[src/rtl/unsigned_complete_divider.sv]
// Sequential unsigned restoring divider.
// Produces one quotient bit per clock and finishes after WIDTH iterations.
// Uses a level-held run / rdy handshake. A zero divisor completes in one cycle
// and raises div_by_zero.
module unsigned_complete_divider #(
    parameter int WIDTH = 32
) (
    input  logic             clk,
    input  logic             rst,
    input  logic             run,
    input  logic [WIDTH-1:0] dividend,
    input  logic [WIDTH-1:0] divisor,
    output logic [WIDTH-1:0] quotient,
    output logic [WIDTH-1:0] remainder,
    output logic             rdy,
    output logic             busy,
    output logic             div_by_zero
);

    localparam int CW = $clog2(WIDTH + 1);

    typedef enum logic [1:0] {
        IDLE = 2'd0,
        ITER = 2'd1,
        DONE = 2'd2
    } state_t;

    state_t             state_q, state_d;
    logic [2*WIDTH-1:0] r_q, r_d;
    logic [WIDTH-1:0]   d_q, d_d;
    logic [CW-1:0]      count_q, count_d;
    logic               rdy_q, rdy_d;
    logic               busy_q, busy_d;
    logic               dbz_q, dbz_d;

    // Trial subtraction: the top WIDTH+1 bits of R against the divisor.
    // The extra MSB of t exposes the borrow.
    logic [WIDTH:0]     p;
    logic [WIDTH+1:0]   t;
    logic [2*WIDTH-1:0] r_step;
    logic               unused_t_msb;

    assign p = r_q[2*WIDTH-1:WIDTH-1];
    assign t = {1'b0, p} - {2'b00, d_q};

    // While the upper half stays below D, t[WIDTH] is zero whenever no borrow occurs.
    assign unused_t_msb = t[WIDTH];

    // One restoring step.
    // No borrow: keep the difference and shift in a 1.
    // Borrow: shift R left and shift in a 0.
    assign r_step = t[WIDTH+1] ? {r_q[2*WIDTH-2:0], 1'b0}
                               : {t[WIDTH-1:0], r_q[WIDTH-2:0], 1'b1};

    // Next-state and next-output logic for the control FSM and datapath.
    always_comb begin
        state_d = state_q;
        r_d     = r_q;
        d_d     = d_q;
        count_d = count_q;
        rdy_d   = rdy_q;
        busy_d  = busy_q;
        dbz_d   = dbz_q;
        case (state_q)
            IDLE: begin
                if (run) begin
                    if (divisor != '0) begin
                        r_d     = {{WIDTH{1'b0}}, dividend};
                        d_d     = divisor;
                        count_d = '0;
                        busy_d  = 1'b1;
                        state_d = ITER;
                    end else begin
                        // Divide by zero: remainder = dividend, quotient = all ones.
                        r_d     = {dividend, {WIDTH{1'b1}}};
                        dbz_d   = 1'b1;
                        rdy_d   = 1'b1;
                        state_d = DONE;
                    end
                end
            end
            ITER: begin
                if (!run) begin
                    // Abort: R and D keep their partial values.
                    busy_d  = 1'b0;
                    state_d = IDLE;
                end else begin
                    r_d     = r_step;
                    count_d = count_q + 1'b1;
                    if (count_q == CW'(WIDTH - 1)) begin
                        busy_d  = 1'b0;
                        rdy_d   = 1'b1;
                        state_d = DONE;
                    end
                end
            end
            DONE: begin
                if (!run) begin
                    rdy_d   = 1'b0;
                    dbz_d   = 1'b0;
                    state_d = IDLE;
                end
            end
            default: begin
                state_d = IDLE;
                rdy_d   = 1'b0;
                busy_d  = 1'b0;
                dbz_d   = 1'b0;
            end
        endcase
    end

    // State and datapath registers with asynchronous reset.
    always_ff @(posedge clk or posedge rst) begin
        if (rst) begin
            state_q <= IDLE;
            r_q     <= '0;
            d_q     <= '0;
            count_q <= '0;
            rdy_q   <= 1'b0;
            busy_q  <= 1'b0;
            dbz_q   <= 1'b0;
        end else begin
            state_q <= state_d;
            r_q     <= r_d;
            d_q     <= d_d;
            count_q <= count_d;
            rdy_q   <= rdy_d;
            busy_q  <= busy_d;
            dbz_q   <= dbz_d;
        end
    end

    assign quotient    = r_q[WIDTH-1:0];
    assign remainder   = r_q[2*WIDTH-1:WIDTH];
    assign rdy         = rdy_q;
    assign busy        = busy_q;
    assign div_by_zero = dbz_q;

endmodule

[config.mk]
export PLATFORM = sky130hd
export DESIGN_NAME = unsigned_complete_divider
export DESIGN_NICKNAME = d
export VERILOG_FILES = /design/src/rtl/unsigned_complete_divider.sv
export SDC_FILE = /design/constraint.sdc
export NUM_CORES = 1
export LEC_CHECK = 0
export CAP_MARGIN = 0
export CORE_MARGIN = 10
export CORE_UTILIZATION = 63
export CTS_BUF_LIST = sky130_fd_sc_hd__clkbuf_16
export CTS_CLUSTER_SIZE = 14
export DETAILED_ROUTE_END_ITERATION = 6
export DONT_BUFFER_PORTS = 1
export GPL_TIMING_DRIVEN = 0
export MAX_ROUTING_LAYER = met4
export PLACE_DENSITY_LB_ADDON = 0.3
export SYNTH_ARGS = -nofsm -noshare
export SYNTH_HDL_FRONTEND = slang
export SYNTH_SLANG_ARGS = --single-unit
[constraint.sdc]
create_clock -name clk -period 9.6 [get_ports clk]
set_clock_uncertainty 0.15 [all_clocks]
set_input_delay 1.92 -clock clk [delete_from_list [all_inputs] [get_ports clk]]
set_output_delay 1.92 -clock clk [all_outputs]
set_load 0.005 [all_outputs]
==> results of run 1 <==
[through the flow]
step           instances  total power, mW  setup slack (ps)  instance area [um2]
6_report            1010            2.601              5324                 7548
5_1_grt             1010            2.768              5257                 7548
4_1_cts             1010            2.575              5422                 7548
3_5_place_dp         994            2.174              5084                 7241
3_3_place_gp         993            2.142              3762                 7211
2_1_floorplan        853            1.803              4713                 7036
[worst min-delay path by stage]
stage | start | to | slack, ps | cells past startpoint
floorplan | count_q[0] | count_q[0] | 330 | 1
global placement | count_q[0] | count_q[0] | 360 | 1
detailed placement | count_q[0] | count_q[0] | 380 | 1
CTS | count_q[0] | count_q[0] | 390 | 1
global route | count_q[0] | count_q[0] | 410 | 1
finish | count_q[0] | count_q[0] | 400 | 1
[cells by family (layout without fill, tap and decap cells)]
family          after synthesis  after routing  share of synthesized area
flops                       107            107                     0.3806
xor+xnor                     29             29                    0.03610
fa+ha+maj                    34             34                    0.06153
buf+inv                      95            112                    0.05442
simple gates                315            315                     0.1985
compound gates              252            252                     0.2344
mux                          21             21                    0.03450
[registers in the layout, summed over array words and instances (netlist names)]
signal	count
d_q	32
r_q	64
state_q	2
rdy	1
div_by_zero	1
count_q	6
busy	1
[placed cells by master, fill, tap and decap left out, types with 3 or more instances in the layout]
cell type / count
a21o_1: 15
nand2b_1: 6
a221oi_2: 6
o21bai_1: 3
dfrtp_1: 107
buf_2: 6
mux2i_1: 13
nand3_1: 9
clkbuf_16: 9
buf_1: 4
o22ai_1: 3
nor2_1: 101
nor3_1: 35
nor3b_1: 6
nand2_1: 112
a211oi_1: 5
o21a_1: 4
o211ai_1: 4
xnor2_1: 16
and2_1: 7
a31oi_1: 17
nand4_1: 9
a21oi_1: 64
o21ai_0: 70
inv_1: 43
nor2b_1: 4
clkbuf_1: 39
o31ai_1: 25
a221oi_1: 4
a211o_1: 3
and3_1: 11
xor2_1: 13
mux2_4: 6
nor4_1: 9
ha_1: 33
[layout make-up]
type / instances / area (um2)
multi-input cells: 651 / 3975
fillers: 889 / 3339
flip-flops and latches: 107 / 2678
clock buffers: 9 / 225.2
plain buffers: 52 / 221.5
well taps: 140 / 175.2
inverters: 43 / 163.9
clock inverters: 7 / 82.58
repair buffers: 1 / 27.53
[layer usage]
metal,track usage,part of all wire,vias up
met3,0.08935,0.10,58
li1,-,-,3041
met4,0.09824,0.028,0
met2,0.4598,0.49,331
met5,-,0,-
met1,0.3293,0.38,3190
[critical path, cell delays in order]
cell	delay, ps
nor4_1	460
nand4_1	330
nor2_1	490
clkbuf_1	470
buf_1	390
nor3_1	90
o31ai_1	240
[power by group]
group	leakage [nW]	switching (mW)	internal [mW]	total, mW
combinational	1.92	0.857	0.611	1.47
sequential	1.31	0.167	0.567	0.733
clock	0.156	0.191	0.208	0.399
total	3.38	1.22	1.39	2.60
==> impl_metrics.py, run 1 <==
metrics = {
    "critical_path": {
        "r2r_cells": 11,
        "cp.arrival_ps": 4390,
        "regToRegStartpoint": "r_q[31]",
        "worstSetupStartpoint": "divisor[25]",
        "required_ps": 9720,
        "critical_path.max_fanout": 10,
        "setup.worst_path.class": "in -> reg",
        "crit_path_start_kind": "input pin",
        "crit_path_end": "r_q[27]",
        "rrSetupSlack_ps": 6250,
        "r2r_end": "r_q[56]",
        "worst_setup_path_end_kind": "flip-flop",
    },
    "placement": {
        "place_congestion": 0.9224,
        "port_buffers": 0,
        "dpl.hpwl_um": 17900,
    },
    "detailed_routing": {
        "viasPerCell": 6.554,
        "drc": 0,
        "drt-wirelength-per-cell_um": 22.55,
        "vias": 6620,
        "drtIter0Drc": 689,
        "firstDrtPassIters": 7,
        "wirelength_um": 22770,
        "ant_nets": 0,
    },
    "global_route": {
        "antenna_found_initial": 0,
        "grt_max_degree": 62,
        "grt_overflow_total": 0,
        "track_usage": 0.2848,
        "grt_pass1_vias": 6406,
        "grt_pass1_wl_um": 35250,
    },
    "synthesis": {
        "synth.top_cell.area_share": 0.3806,
        "ys_seq_area_frac": 0.3806,
        "async_flop_share": 1.000,
        "yosysUniqueCellTypes": 65,
        "synth_top_cell_by_area": "dfrtp_1",
        "synth_edf_count": 0,
        "synth_seq_cells": 107,
        "synth_flop_cell": "dfrtp_1",
        "syn_area_mm2": 0.007035,
        "netlist_instances": 853,
        "syn_avg_cell_area_um2": 8.248,
        "synth.most_common_cell": "nand2_1",
        "synth_nets": 954,
        "ys.warnings.count": 0,
        "synth_common_cells": "nand2_1 (112), dfrtp_1 (107), nor2_1 (101), o21ai_0 (70), a21oi_1 (64)",
        "synth_area_leaders": "dfrtp_1 (38%), nand2_1 (6.0%), ha_1 (5.9%)",
    },
    "clock_tree": {
        "cts_buffers": 9,
        "clock_path_buffers": 2,
        "clk_pin_slew_worst_paths_ps": 80,
        "cts_tree": "done",
        "holdBufCountCts": 0,
        "cts_setup_buffers": 0,
        "cts_root_buf": "clkbuf_16",
        "htreeDepth": 3,
        "worstSkewPairLatency_ps": 370,
        "cts_sinks": 107,
        "cts_resized": 0,
    },
    "final_layout": {
        "fin_nets": 966,
        "final_util": 0.6933,
        "areaGrowthSynthToFinish_pct": 7.291,
        "diodes": 0,
        "drive_above_1_share": 0.05402,
    },
    "die": {
        "pin_count": 134,
        "die_y_um": 125.7,
        "dieWidth_um": 125.7,
        "start_util": 0.6462,
        "dieArea_mm2": 0.01579,
        "rows": 38,
        "core_area_mm2": 0.01089,
    },
    "power": {
        "ir_worst_vdd_mv": 0.2376,
        "p_leak_nw": 3.381,
        "powerDensity_mw_per_mm2": 344.6,
    },
    "sta": {
        "finalHoldViolations": 0,
        "clock.fmax_mhz": 233.9,
        "setup-violations-final": 0,
        "fin_crit_sh": 0.4454,
        "max_slew_margin": 0.3836,
        "fin_setup_tns_ps": 0,
        "hold-worst-slack_ps": 398.8,
        "rsz0062_at_grt": "no",
        "period_needed_ps": 4276,
        "worstMarginPinSlew_ps": 917.5,
        "finalMaxSlewViolations": 0,
    },
    "worst_hold_path": {
        "worstHoldPathType": "reg -> reg",
    },
    "run_status": {
        "status": "finished clean",
    },
    "flow_run": {
        "maxCapViolCount": 0,
    },
}
Power figures use the tool's default switching activity.
==> inputs of run 2 (changes only) <==
==> constraint.sdc (replaced) <==
create_clock -name clk -period 4.2 [get_ports clk]
set_clock_uncertainty 0.15 [all_clocks]
set_input_delay 0.84 -clock clk [delete_from_list [all_inputs] [get_ports clk]]
set_output_delay 0.84 -clock clk [all_outputs]
set_load 0.005 [all_outputs]
==> impl_metrics.py, run 2 (same netlist as run 1, synthesis figures left out) <==
metrics = {
    "final_layout": {
        "diodes": 0,
        "largest_register_ffs": 64,
        "layout_commonest_cell": "nand2_1",
        "reg_top3": "r_q x64, d_q x32, count_q x6",
        "stdcell_count": 1010,
        "drive_above_1_share": 0.05402,
        "areaGrowthSynthToFinish_pct": 7.291,
        "fin_nets": 966,
        "largest-register": "r_q",
        "final_util": 0.6933,
        "layout_common_cells": "nand2_1 (112), dfrtp_1 (107), nor2_1 (101)",
        "fin_area_mm2": 0.007548,
        "fillers": 889,
    },
    "clock_tree": {
        "clk_pin_slew_worst_paths_ps": 80,
        "htreeDepth": 3,
        "cts_resized": 0,
        "holdBufCountCts": 0,
        "clock_path_buffers": 2,
        "worstSkewPairLatency_ps": 360,
        "cts_sinks": 107,
        "cts_setup_buffers": 0,
        "cts_tree": "done",
        "cts_root_buf": "clkbuf_16",
        "cts_buffers": 9,
    },
    "die": {
        "dieArea_mm2": 0.01579,
        "dieWidth_um": 125.7,
        "core_area_mm2": 0.01089,
        "start_util": 0.6462,
        "pin_count": 134,
        "die_y_um": 125.7,
        "rows": 38,
    },
    "critical_path": {
        "path_delay_family": "compound AO/OA/AOI/OAI gates",
        "path_buf_inv": 1,
        "critPathSlowestCell": "a21boi_0",
        "cp.arrival_ps": 3430,
        "crit_path_start_kind": "flip-flop",
        "worstSetupStartpoint": "r_q[31]",
        "required_ps": 4300,
        "path_cells": "inv_1 -> ha_1 -> fa_1 -> nor2b_1 -> o2111ai_1 -> nand3_1 -> a311oi_1 -> a21boi_0 -> mux2i_1 -> a31oi_1 -> a21oi_1",
        "critical_path.max_fanout": 3,
        "regToRegStartpoint": "r_q[31]",
        "max_stage_delay_ps": 530,
        "setup.worst_path.class": "reg -> reg",
        "worst_setup_path_end_kind": "flip-flop",
    },
    "power": {
        "power.share.switching": 0.4675,
        "p_leak_nw": 3.381,
        "p_switching_mw": 2.780,
        "ir_worst_vdd_mv": 0.5419,
        "powerDensity_mw_per_mm2": 787.8,
        "power_mw": 5.947,
        "p_int_mw": 3.167,
        "pwr-share-comb": 0.565,
        "seqPwrFrac": 0.282,
        "p_clk_frac": 0.153,
    },
    "placement": {
        "port_buffers": 0,
        "dp.cells": 994,
        "dpl.hpwl_um": 17900,
        "place_congestion": 0.9224,
        "placed_area_mm2": 0.007241,
    },
    "sta": {
        "fin_setup_tns_ps": 0,
        "max_slew_margin": 0.3770,
        "finalMaxSlewViolations": 0,
        "clock.fmax_mhz": 300.3,
        "setup-violations-final": 0,
        "finalHoldViolations": 0,
        "worstMarginPinSlew_ps": 927.4,
        "period_needed_ps": 3330,
        "fin_crit_sh": 0.7928,
        "rsz0062_at_grt": "no",
    },
    "worst_hold_path": {
        "worstHoldPathType": "in -> async",
    },
    "flow_run": {
        "maxCapViolCount": 0,
    },
    "detailed_routing": {
        "firstDrtPassIters": 5,
        "drt-wirelength-per-cell_um": 22.64,
        "vias": 6643,
        "drc": 0,
        "ant_nets": 0,
        "drtIter0Drc": 668,
        "viasPerCell": 6.577,
        "wirelength_um": 22870,
    },
    "global_route": {
        "track_usage": 0.2846,
        "grt_pass1_wl_um": 35230,
        "grt_overflow_total": 0,
        "grt_max_degree": 62,
        "grt_pass1_vias": 6396,
        "antenna_found_initial": 0,
    },
    "run_status": {
        "status": "finished clean",
    },
}
==> run 2: cell counts in the layout (fill, tap and decap cells not counted) <==
Identical to the previous run, type by type.
==> run 2: cell type report <==
type / count / area (um2) / share of cell area
plain buffers: 52 / 221.5 / 0.02934
clock buffers: 9 / 225.2 / 0.02984
clock inverters: 7 / 82.58 / 0.01094
inverters: 43 / 163.9 / 0.02171
multi-input cells: 651 / 3975 / 0.5266
flip-flops and latches: 107 / 2678 / 0.3547
well taps: 140 / 175.2 / 0.02321
repair buffers: 1 / 27.53 / 0.003647
==> run 2: worst register-to-register path, stage by stage (launching register included) <==
cell and delay [ps]:
dfrtp_1 410, inv_1 80, ha_1 230, fa_1 410, nor2b_1 200, o2111ai_1 230, nand3_1 220, a311oi_1 170
a21boi_0 530, mux2i_1 190, a31oi_1 290, a21oi_1 110
==> run 2: per-stage QoR <==
step                hold slack [ps]  setup slack (ps)
floorplan                     332.8             392.8
global placement              355.1            -558.3
detailed placement            377.0             764.3
CTS                           301.0             930.0
global route                  312.0             735.3
finish                        274.1             870.3
==> run 2: layer usage <==
metal / wire, um / share of wire / GRT usage / vias to the layer above
met5: 0 / 0 / - / -
met4: 546 / 0.024 / 0.09146 / 0
met3: 2399 / 0.10 / 0.09228 / 48
met2: 11150 / 0.49 / 0.4610 / 339
met1: 8778 / 0.38 / 0.3286 / 3213
li1: - / - / - / 3043
==> run 2: final timing paths <==
check                                  end  slack (ps)  cells past startpoint
worst min-delay path               r_q[30]         270                      1
min in group clk                count_q[0]         400                      1
max in group asynchronous          r_q[41]        2900                      2
worst min register to register  count_q[0]         400                      1
worst max-delay path               r_q[56]         870                     11
worst max register to register     r_q[56]         870                     11
==> run 2: power groups by stage <==
stage          sequential, mW  combinational [mW]  clock [mW]
3_5_place_dp             1.69                3.28           0
2_1_floorplan            1.52                2.60           0
4_1_cts                  1.67                3.30       0.910
3_3_place_gp             1.69                3.21           0
5_1_grt                  1.71                3.66       0.958
6_report                 1.68                3.36       0.909
